## src/rtl/mem_arbiter_pkg.sv

```systemverilog
// Shared definitions for the memory arbiter: FSM state encoding, owner codes,
// transfer size codes and the latched bus command payload.
// Compile-time option: ARB_ROUND_ROBIN_EN (see mem_arbiter.sv).
package mem_arbiter_pkg;

  localparam int unsigned DATA_W = 32;
  localparam int unsigned SIZE_W = 2;

  typedef enum logic [1:0] {
    IDLE = 2'd0,
    ADDR = 2'd1,
    WAIT = 2'd2
  } arbState_t;

  typedef logic owner_t;
  localparam owner_t OWN_INST = 1'b0;
  localparam owner_t OWN_DATA = 1'b1;

  localparam logic [SIZE_W-1:0] SIZE_BYTE = 2'd0;
  localparam logic [SIZE_W-1:0] SIZE_HALF = 2'd1;
  localparam logic [SIZE_W-1:0] SIZE_WORD = 2'd2;

  // Payload captured at grant time; the address is kept separately because
  // its width is a module parameter.
  typedef struct packed {
    logic              wr;
    logic [SIZE_W-1:0] size;
    logic [DATA_W-1:0] wdata;
  } busCmd_t;

endpackage

```

## src/rtl/mem_arbiter_if.sv

```systemverilog
// Bundle of the instruction, data and bus handshake signals around the arbiter.
// Modports:
//   master - the arbiter itself (masters the shared bus, answers requesters)
//   slave  - the environment: instruction/data requesters and the bus slave
// Parameter ADDR_W: width of every address signal.
interface mem_arbiter_if
  import mem_arbiter_pkg::*;
#(
  parameter int unsigned ADDR_W = 32
);

  // instruction port
  logic              inst_req;
  logic [ADDR_W-1:0] inst_addr;
  logic              inst_addr_ok;
  logic              inst_data_ok;
  logic [DATA_W-1:0] inst_rdata;

  // data port
  logic              data_req;
  logic              data_wr;
  logic [SIZE_W-1:0] data_size;
  logic [ADDR_W-1:0] data_addr;
  logic [DATA_W-1:0] data_wdata;
  logic              data_addr_ok;
  logic              data_data_ok;
  logic [DATA_W-1:0] data_rdata;

  // shared bus
  logic              bus_req;
  logic              bus_wr;
  logic [SIZE_W-1:0] bus_size;
  logic [ADDR_W-1:0] bus_addr;
  logic [DATA_W-1:0] bus_wdata;
  logic              bus_addr_ok;
  logic              bus_data_ok;
  logic [DATA_W-1:0] bus_rdata;

  modport master (
    input  inst_req, inst_addr,
    output inst_addr_ok, inst_data_ok, inst_rdata,
    input  data_req, data_wr, data_size, data_addr, data_wdata,
    output data_addr_ok, data_data_ok, data_rdata,
    output bus_req, bus_wr, bus_size, bus_addr, bus_wdata,
    input  bus_addr_ok, bus_data_ok, bus_rdata
  );

  modport slave (
    output inst_req, inst_addr,
    input  inst_addr_ok, inst_data_ok, inst_rdata,
    output data_req, data_wr, data_size, data_addr, data_wdata,
    input  data_addr_ok, data_data_ok, data_rdata,
    input  bus_req, bus_wr, bus_size, bus_addr, bus_wdata,
    output bus_addr_ok, bus_data_ok, bus_rdata
  );

endinterface

```

## src/rtl/mem_arbiter_arb_pick.sv

```systemverilog
// arb_pick: combinational grant selection between instruction and data requests.
// Ports:
//   instReq, dataReq - pending requests
//   lastOwner        - owner of the previous grant (only used with ARB_ROUND_ROBIN_EN)
//   grantValid       - at least one request pending
//   grantOwner       - OWN_INST or OWN_DATA
// Without ARB_ROUND_ROBIN_EN data always wins a conflict; with it the port that
// did not win last time wins.
module arb_pick
  import mem_arbiter_pkg::*;
(
  input  logic   instReq,
  input  logic   dataReq,
  input  owner_t lastOwner,
  output logic   grantValid,
  output owner_t grantOwner
);

  always_comb begin
    grantValid = instReq | dataReq;
    grantOwner = OWN_INST;
`ifdef ARB_ROUND_ROBIN_EN
    if (instReq && dataReq) begin
      grantOwner = (lastOwner == OWN_DATA) ? OWN_INST : OWN_DATA;
    end else if (dataReq) begin
      grantOwner = OWN_DATA;
    end
`else
    if (dataReq) begin
      grantOwner = OWN_DATA;
    end
`endif
  end

`ifndef ARB_ROUND_ROBIN_EN
  // fixed priority ignores history
  logic unusedLastOwner;
  assign unusedLastOwner = lastOwner;
`endif

endmodule

```

## src/rtl/mem_arbiter.sv

```systemverilog
// mem_arbiter: shares one memory bus between an instruction and a data port,
// one outstanding bus transaction at a time (IDLE -> ADDR -> WAIT -> IDLE).
// Ports:
//   clk   - clock, rising edge
//   rst   - synchronous active-high reset
//   arbIf - instruction/data/bus handshake bundle (mem_arbiter_if.master)
//   busy  - high while a transaction is in flight (pipeline stall source)
// Option: define ARB_ROUND_ROBIN_EN to alternate grants on conflicts instead of
// fixed data-over-instruction priority.
// The *_addr_ok / *_data_ok / *_rdata responses are combinational from the bus
// handshakes so the owner sees completion in the same cycle as the bus.
module mem_arbiter
  import mem_arbiter_pkg::*;
#(
  parameter int unsigned ADDR_W = 32
)(
  input  logic                clk,
  input  logic                rst,
  mem_arbiter_if.master       arbIf,
  output logic                busy
);

  arbState_t         state;
  owner_t            owner;
  busCmd_t           latCmd;
  logic [ADDR_W-1:0] latAddr;

  logic   grantValid;
  owner_t grantOwner;
  owner_t pickLast;
  logic   addrHit;
  logic   dataHit;

`ifdef ARB_ROUND_ROBIN_EN
  owner_t lastOwner;
  assign pickLast = lastOwner;
`else
  assign pickLast = OWN_INST;
`endif

  arb_pick uPick (
    .instReq    (arbIf.inst_req),
    .dataReq    (arbIf.data_req),
    .lastOwner  (pickLast),
    .grantValid (grantValid),
    .grantOwner (grantOwner)
  );

  // Transaction FSM and grant-time payload capture
  always_ff @(posedge clk) begin
    if (rst) begin
      state   <= IDLE;
      owner   <= OWN_INST;
      latCmd  <= '0;
      latAddr <= '0;
`ifdef ARB_ROUND_ROBIN_EN
      lastOwner <= OWN_INST;
`endif
    end else begin
      case (state)
        IDLE: begin
          if (grantValid) begin
            owner <= grantOwner;
`ifdef ARB_ROUND_ROBIN_EN
            lastOwner <= grantOwner;
`endif
            if (grantOwner == OWN_DATA) begin
              latCmd.wr    <= arbIf.data_wr;
              latCmd.size  <= arbIf.data_size;
              latCmd.wdata <= arbIf.data_wdata;
              latAddr      <= arbIf.data_addr;
            end else begin
              // instruction fetches are always word reads
              latCmd.wr    <= 1'b0;
              latCmd.size  <= SIZE_WORD;
              latCmd.wdata <= '0;
              latAddr      <= arbIf.inst_addr;
            end
            state <= ADDR;
          end
        end
        ADDR: begin
          // address and data may complete together
          if (arbIf.bus_addr_ok) begin
            state <= arbIf.bus_data_ok ? IDLE : WAIT;
          end
        end
        WAIT: begin
          if (arbIf.bus_data_ok) begin
            state <= IDLE;
          end
        end
        default: state <= IDLE;
      endcase
    end
  end

  // Bus drive and owner responses; everything is forced low while rst is high
  always_comb begin
    arbIf.inst_addr_ok = 1'b0;
    arbIf.inst_data_ok = 1'b0;
    arbIf.inst_rdata   = '0;
    arbIf.data_addr_ok = 1'b0;
    arbIf.data_data_ok = 1'b0;
    arbIf.data_rdata   = '0;
    arbIf.bus_req      = 1'b0;
    arbIf.bus_wr       = 1'b0;
    arbIf.bus_size     = '0;
    arbIf.bus_addr     = '0;
    arbIf.bus_wdata    = '0;
    busy               = 1'b0;
    addrHit            = 1'b0;
    dataHit            = 1'b0;

    if (!rst) begin
      busy = (state != IDLE);

      if (state == ADDR) begin
        arbIf.bus_req   = 1'b1;
        arbIf.bus_wr    = latCmd.wr;
        arbIf.bus_size  = latCmd.size;
        arbIf.bus_addr  = latAddr;
        arbIf.bus_wdata = latCmd.wdata;
        addrHit         = arbIf.bus_addr_ok;
        dataHit         = arbIf.bus_addr_ok & arbIf.bus_data_ok;
      end else if (state == WAIT) begin
        dataHit = arbIf.bus_data_ok;
      end

      arbIf.inst_addr_ok = addrHit & (owner == OWN_INST);
      arbIf.data_addr_ok = addrHit & (owner == OWN_DATA);
      arbIf.inst_data_ok = dataHit & (owner == OWN_INST);
      arbIf.data_data_ok = dataHit & (owner == OWN_DATA);

      if (dataHit && owner == OWN_INST) begin
        arbIf.inst_rdata = arbIf.bus_rdata;
      end
      if (dataHit && owner == OWN_DATA) begin
        arbIf.data_rdata = arbIf.bus_rdata;
      end
    end
  end

endmodule

```

## src/flat_wrapper.sv

```systemverilog
// flat-port wrapper written by rule: the top's interface ports become plain ports
module mem_arbiter_flat import mem_arbiter_pkg::*;
#(
  parameter int unsigned ADDR_W = 32
)
  (clk, rst, busy, arbIf_inst_req, arbIf_inst_addr, arbIf_inst_addr_ok, arbIf_inst_data_ok, arbIf_inst_rdata, arbIf_data_req, arbIf_data_wr, arbIf_data_size, arbIf_data_addr, arbIf_data_wdata, arbIf_data_addr_ok, arbIf_data_data_ok, arbIf_data_rdata, arbIf_bus_req, arbIf_bus_wr, arbIf_bus_size, arbIf_bus_addr, arbIf_bus_wdata, arbIf_bus_addr_ok, arbIf_bus_data_ok, arbIf_bus_rdata);
  mem_arbiter_if #(.ADDR_W(ADDR_W)) arbIf_i ();
  input  logic clk;
  input  logic rst;
  output logic busy;
  input wire logic [$bits(arbIf_i.inst_req)-1:0] arbIf_inst_req;
  input wire logic [$bits(arbIf_i.inst_addr)-1:0] arbIf_inst_addr;
  output wire logic [$bits(arbIf_i.inst_addr_ok)-1:0] arbIf_inst_addr_ok;
  output wire logic [$bits(arbIf_i.inst_data_ok)-1:0] arbIf_inst_data_ok;
  output wire logic [$bits(arbIf_i.inst_rdata)-1:0] arbIf_inst_rdata;
  input wire logic [$bits(arbIf_i.data_req)-1:0] arbIf_data_req;
  input wire logic [$bits(arbIf_i.data_wr)-1:0] arbIf_data_wr;
  input wire logic [$bits(arbIf_i.data_size)-1:0] arbIf_data_size;
  input wire logic [$bits(arbIf_i.data_addr)-1:0] arbIf_data_addr;
  input wire logic [$bits(arbIf_i.data_wdata)-1:0] arbIf_data_wdata;
  output wire logic [$bits(arbIf_i.data_addr_ok)-1:0] arbIf_data_addr_ok;
  output wire logic [$bits(arbIf_i.data_data_ok)-1:0] arbIf_data_data_ok;
  output wire logic [$bits(arbIf_i.data_rdata)-1:0] arbIf_data_rdata;
  output wire logic [$bits(arbIf_i.bus_req)-1:0] arbIf_bus_req;
  output wire logic [$bits(arbIf_i.bus_wr)-1:0] arbIf_bus_wr;
  output wire logic [$bits(arbIf_i.bus_size)-1:0] arbIf_bus_size;
  output wire logic [$bits(arbIf_i.bus_addr)-1:0] arbIf_bus_addr;
  output wire logic [$bits(arbIf_i.bus_wdata)-1:0] arbIf_bus_wdata;
  input wire logic [$bits(arbIf_i.bus_addr_ok)-1:0] arbIf_bus_addr_ok;
  input wire logic [$bits(arbIf_i.bus_data_ok)-1:0] arbIf_bus_data_ok;
  input wire logic [$bits(arbIf_i.bus_rdata)-1:0] arbIf_bus_rdata;
  assign arbIf_i.inst_req = arbIf_inst_req;
  assign arbIf_i.inst_addr = arbIf_inst_addr;
  assign arbIf_inst_addr_ok = arbIf_i.inst_addr_ok;
  assign arbIf_inst_data_ok = arbIf_i.inst_data_ok;
  assign arbIf_inst_rdata = arbIf_i.inst_rdata;
  assign arbIf_i.data_req = arbIf_data_req;
  assign arbIf_i.data_wr = arbIf_data_wr;
  assign arbIf_i.data_size = arbIf_data_size;
  assign arbIf_i.data_addr = arbIf_data_addr;
  assign arbIf_i.data_wdata = arbIf_data_wdata;
  assign arbIf_data_addr_ok = arbIf_i.data_addr_ok;
  assign arbIf_data_data_ok = arbIf_i.data_data_ok;
  assign arbIf_data_rdata = arbIf_i.data_rdata;
  assign arbIf_bus_req = arbIf_i.bus_req;
  assign arbIf_bus_wr = arbIf_i.bus_wr;
  assign arbIf_bus_size = arbIf_i.bus_size;
  assign arbIf_bus_addr = arbIf_i.bus_addr;
  assign arbIf_bus_wdata = arbIf_i.bus_wdata;
  assign arbIf_i.bus_addr_ok = arbIf_bus_addr_ok;
  assign arbIf_i.bus_data_ok = arbIf_bus_data_ok;
  assign arbIf_i.bus_rdata = arbIf_bus_rdata;
  mem_arbiter #(.ADDR_W(ADDR_W)) u_core (.clk(clk), .rst(rst), .arbIf(arbIf_i), .busy(busy));
endmodule
```

## config.mk

```make
export PLATFORM = sky130hd
export DESIGN_NAME = mem_arbiter_flat
export DESIGN_NICKNAME = d
export VERILOG_FILES = /design/src/rtl/mem_arbiter_pkg.sv /design/src/rtl/mem_arbiter_if.sv /design/src/rtl/mem_arbiter_arb_pick.sv /design/src/rtl/mem_arbiter.sv /design/src/flat_wrapper.sv
export SDC_FILE = /design/constraint.sdc
export NUM_CORES = 1
export LEC_CHECK = 0
export ABC_AREA = 1
export CAP_MARGIN = 25
export CORE_MARGIN = 2
export CORE_UTILIZATION = 34
export CTS_BUF_LIST = sky130_fd_sc_hd__clkbuf_4 sky130_fd_sc_hd__clkbuf_8
export DETAILED_ROUTE_END_ITERATION = 7
export PLACE_DENSITY = 0.91
export SETUP_SLACK_MARGIN = 0.3
export SLEW_MARGIN = 20
export SYNTH_ARGS = -nofsm -noshare
export SYNTH_HDL_FRONTEND = slang
export SYNTH_SLANG_ARGS = --single-unit
```

## constraint.sdc

```tcl
create_clock -name clk -period 1.2 [get_ports clk]
set_input_delay 0.24 -clock clk [delete_from_list [all_inputs] [get_ports clk]]
set_output_delay 0.24 -clock clk [all_outputs]
set_load 0.05 [all_outputs]
```

==> results.txt, run 1 <==
The tool reported: "[ERROR GRT-0232] Routing congestion too high. Check the congestion heatmap in the GUI". During I/O placement, the number of pins put on the boundary was 274. The share of the synthesized area in the top cell type came out at 0.340.

The commonest register cell after synthesis was dfxtp_1. Input and output buffers added on the ports amount to 273. In the synthesized netlist, the number of instances is 704. The congestion estimate from routability-driven global placement came to 0.862. The die is 114 um wide. After synthesis the netlist holds a flip-flop and latch count of 70.

Clock tree synthesis found a total of 70 sinks. Root buffer cell: clkbuf_8. No sink is reached through more buffers than the 2 on the longest clock path. The initial standard-cell utilization of the core was 0.346. The flow stopped in 5_1_grt. Overall fraction of global-route tracks in use: 0.746. The dominant cell type by area after synthesis was dfxtp_1. The global-route congestion overflow total was 169.

The detailed placement HPWL was 13900 um; the number of buffers added to fix hold violations after cts was 0. The tools report the final worst endpoint reported by repair_timing after global routing as arbIf_inst_rdata[19]. The run gives 0 as the count of synthesis-stage warnings from yosys.

After synthesis, the netlist uses 22 different library cells. After synthesis, the cell types taking the most area are dfxtp_1, nor2_1, nand2_1, inv_1, nand3_1. The net count after synthesis is 841.

The cell area that synthesis handed to floorplanning was 4130 um2. Register area share after synthesis: 0.340. The commonest cells after synthesis are nor2_1, nand2_1, inv_1.

The flow did not finish. Yosys instantiated no cell more often than nor2_1. The number of enable flip-flop cells after synthesis is 0, and the chip height is 114 um. The async set-reset flop share out of synthesis came out at 0. Kind of the worst endpoint: an output port.

The depth of the CTS H-tree is 3, and the CTS buffer count is 9. Entering global routing, the biggest net connects 38 pins. The average instance area after synthesis came out at 5.86 um2.

In this run the core area contains 40 standard-cell rows.
kinds of logic after synthesis:
logic type,after synthesis,synth area share
buf+inv,186,0.205
compound gates,37,0.0449
flops,70,0.340
simple gates,411,0.410
timing repair:
item	in CTS
buffers inserted	17
setup endpoints to repair	207
pin swaps	14
cloned	19
gates resized for setup	122
stage by stage:
step	utilization	setup WS [ns]	std cells	cell area [um2]
global placement	0.800	-0.660	1121	9530
detailed placement	0.800	-0.697	1121	9530
CTS	0.908	-0.681	1173	10800
floorplan	-	-0.252	704	5130
metal layers:
layer  GRT overflow  global-route usage
met2            107               0.986
met3              0               0.492
met4             62               0.908
met1              0               0.699
met5              0              0.0471
==> inputs of run 2 (changes only) <==
--- a/config.mk
+++ b/config.mk
@@ -8,11 +8,9 @@
 export ABC_AREA = 1
 export CAP_MARGIN = 25
 export CORE_MARGIN = 2
-export CORE_UTILIZATION = 34
-export CTS_BUF_LIST = sky130_fd_sc_hd__clkbuf_4 sky130_fd_sc_hd__clkbuf_8
+export CORE_UTILIZATION = 30
 export DETAILED_ROUTE_END_ITERATION = 7
-export PLACE_DENSITY = 0.91
-export SETUP_SLACK_MARGIN = 0.3
+export PLACE_DENSITY_LB_ADDON = 0.15
 export SLEW_MARGIN = 20
 export SYNTH_ARGS = -nofsm -noshare
 export SYNTH_HDL_FRONTEND = slang
==> constraint.sdc (replaced) <==
create_clock -name clk -period 1.55 [get_ports clk]
set_input_delay 0.31 -clock clk [delete_from_list [all_inputs] [get_ports clk]]
set_output_delay 0.31 -clock clk [all_outputs]
set_load 0.05 [all_outputs]
==> run 2 against run 1 <==
- the flow now finishes, with violations (setup timing)
- synthesized cell count is the same
- area after synthesis unchanged
==> results.txt, run 2 <==
The run finished, with violations left. The final reports fail on setup timing. Cell types with the largest area share after synthesis: dfxtp_1, nor2_1, nand2_1, inv_1, nand3_1 (unchanged). The critical path class was reg2out. The critical path launch point type is a register. The summed instance area of the synthesized netlist came out at 4130 um2 (unchanged). The async set-reset flop share out of synthesis is 0 (unchanged), and the final max-slew violation count is 0. The logs give 5195 for the number of global-route vias before repair and 42 (was 40) for the number of standard-cell rows in the floorplan. Across the VDD grid, the largest voltage drop is 689 uV. The clock-pin slew of the registers on the worst-case setup and hold paths was 0.06 ns. The global-route track usage on met1 is 0.267.

The top cell types in the final layout, fill and taps aside, are nand2_1, buf_12, inv_1. The net count after synthesis was 841 (unchanged). The largest registers in the layout are u_core.latCmd (35), u_core.latAddr (32), u_core.state (2). For the pin with the worst max-slew slack, the measured transition is 0.348 ns. The root buffer cell is clkbuf_16 (was clkbuf_8).

In this run the worst path has a maximum fanout of 5. Setup repair after global routing could not meet its margin everywhere. Compared with the post-synthesis result, the final layout area differs by 150%.

TritonCTS built the clock tree. Most used standard cells in the synthesized netlist: nor2_1, nand2_1, inv_1 (unchanged). In this run the most critical hold path is launched from u_core.latCmd[28]$_SDFFE_PP0P_. The logs give 0 for the number of routed nets with antenna violations and 0.340 (unchanged) for the register area share after synthesis. The area of the die is 14700 um2, and the chip height is 121 um (was 114 um). met2 is the most crowded layer.

The run gives 0.768 as the relative slew slack. The tightest min-delay check is of the reg2reg type. The initial standard-cell utilization of the core was 0.309 (was 0.346); the count of distinct cell types in the synthesized netlist was 22 (unchanged). The first detailed-routing pass ran for 4 iterations. The number of placed I/O pins is 274 (unchanged), and the power density of the placed cells is 606 nW/um2. The clock sink count is 70 (unchanged), and the final hold slack is 0.473 ns.

The logs give 0.783 (was 0.862) for the final weighted congestion in routability-driven placement and 1.24 ns for the required time at the endpoint of the critical path. After global routing the overflow that remains totals 0. The logs give 13300 um2 for the standard cell core area and 9370 um2 (was 9530 um2) for the placed cell area. Setup total negative slack on the finished layout was measured at -44.68 ns.

Derived from the worst setup path, the maximum achievable clock frequency is 515 MHz. The run gives 0 (unchanged) as the number of buffers added to fix hold violations after cts. Setup violations remaining at the end of the flow were counted as 136.

Static leakage power: 4.31 nW. The tools report the wire length of the first global-routing pass as 26800 um. The dominant cell type by area after synthesis is dfxtp_1 (unchanged). The number of fill cells in the layout is 908. The detailed router finished its first iteration with 230 violations. The tools report the reported max-cap violation count as 0.

For the maximum buffer depth of the clock tree, the log shows 2 (unchanged). Met2 layer usage reported by global route: 0.406. The post-layout minimum cycle time was 1.94 ns; the CTS buffer count was 9 (unchanged).

The tools report the number of instances in the synthesized netlist as 704 (unchanged). The final setup slack of the worst path is -0.390 ns, and the number of flip-flops in the largest register is 35. The average instance area after synthesis is 5.86 um2 (unchanged). The number of nets in the layout is 1138. More flip-flops sit in one register than any other, and that register is u_core.latCmd.

The startpoint of the most critical register-to-register path is u_core.state[0]$_SDFFE_PP0P_. Commonest register cell after synthesis: dfxtp_1 (unchanged). The most numerous cell in the Yosys netlist is nor2_1 (unchanged). The run gives 5108 as the number of vias in the routed layout. The clock latency on the worst-skew pair was 0.34 ns; the per-cell routed wire length was 14.4 um.

The global routing usage on met3 is 0.0818. Summing internal, switching and leakage power gives 6.24 mW. Type of destination of the critical path: an output pin.

Entering global routing, the biggest net connects 37 pins. For the number of failing hold endpoints at the final stage, the log shows 0. The share of the synthesized area in the top cell type came out at 0.340 (unchanged). The antenna diode count was 0; the count of buffers inserted at the top-level ports was 273 (unchanged).

In the routed layout, each cell is associated on average with a via count of 4.32. The finished cells cover 10300 um2. In the routed design, unresolved DRC markers number 0.

For the depth of the CTS H-tree, the log shows 3 (unchanged). The overall fraction of global-route tracks in use was 0.234; the count of synthesis-stage warnings from yosys was 0 (unchanged). The total wirelength of the detailed-routed design is 17000 um. The number of enable flip-flop cells after synthesis was 0 (unchanged). For the final clock skew, the log shows 0.00373 ns. The layout cell share with drive strength beyond 1 is 0.362, and the detailed placement HPWL is 12500 um (was 13900 um). Leaving out fill and tap cells, the most frequent cell in the layout is nand2_1. The data arrival time at the worst-slack endpoint is 1.63 ns, and the number of register bits inferred by synthesis is 70 (unchanged). The initial antenna violation count came out at 0.

Final cycle utilization of the critical path: 1.25. Die span in x: 121 um (was 114 um). The most critical setup path has its startpoint at u_core.state[0]$_SDFFE_PP0P_.
## run 2: final timing paths
check                                    to  slack, ns  depth (start not counted)
min reg2reg  u_core.latCmd[28]$_SDFFE_PP0P_       0.47                          2
max reg2reg  u_core.latAddr[8]$_SDFFE_PP0P_       0.18                          8
min          u_core.latCmd[28]$_SDFFE_PP0P_       0.47                          2
max                      arbIf_bus_addr[21]      -0.39                          8
## run 2: what timing repair did
action                                  in CTS  in global routing
gates cloned                                 6                  2
pin swaps                                   18                 14
setup buffers                               11                  3
resized for setup                           93                 15
endpoints found under the setup margin     168                141
## run 2: area by class of cell
| type | instances | area [um2] | share of cell area |
|---|---|---|---|
| timing repair buffer | 327 | 4890 | 0.475 |
| multi-input combinational | 449 | 2900 | 0.282 |
| sequential | 70 | 1410 | 0.137 |
| inverter | 144 | 567 | 0.0550 |
| clock buffer | 12 | 256 | 0.0249 |
| tap | 176 | 220 | 0.0214 |
| clock inverter | 4 | 53.8 | 0.00523 |
## run 2: kinds of logic (layout without fill, tap and decap cells)
logic type | after synthesis | after routing | share of synthesized area
AND/OR/NAND/NOR | 411 | 412 | 0.410
flip-flops | 70 | 70 | 0.340
buffers and inverters | 186 | 487 | 0.205
AO/OA/AOI/OAI | 37 | 37 | 0.0449
## run 2: through the flow
step	utilization	worst slack, ns	instances
finish	0.771	-0.390	1182
CTS	0.768	-0.400	1183
global placement	0.702	-0.466	1152
detailed placement	0.702	-0.520	1152
global route	0.771	-0.448	1182
floorplan	-	-0.350	704
## run 2: critical path: stages (launching register included)
cell	delay, ns
dfxtp_4	0.38
inv_4	0.05
nor2_4	0.13
buf_12	0.12
nand2_8	0.07
buf_12	0.15
buf_12	0.14
nor2_4	0.10
buf_12	0.14
## run 2: routing by layer
layer	vias up	routed length, um
met5	-	0
met4	0	464
met3	31	1330
met2	162	8700
met1	2295	6470
li1	2620	-
## run 2: power by group
group	internal [mW]	leakage, nW	switching, mW	total (mW)
sequential	1.96	0.579	0.0613	2.02
clock	1.34	0.145	0.795	2.13
combinational	0.976	3.58	1.11	2.09
total	4.27	4.31	1.97	6.24
(Power assumes the default switching activity.)
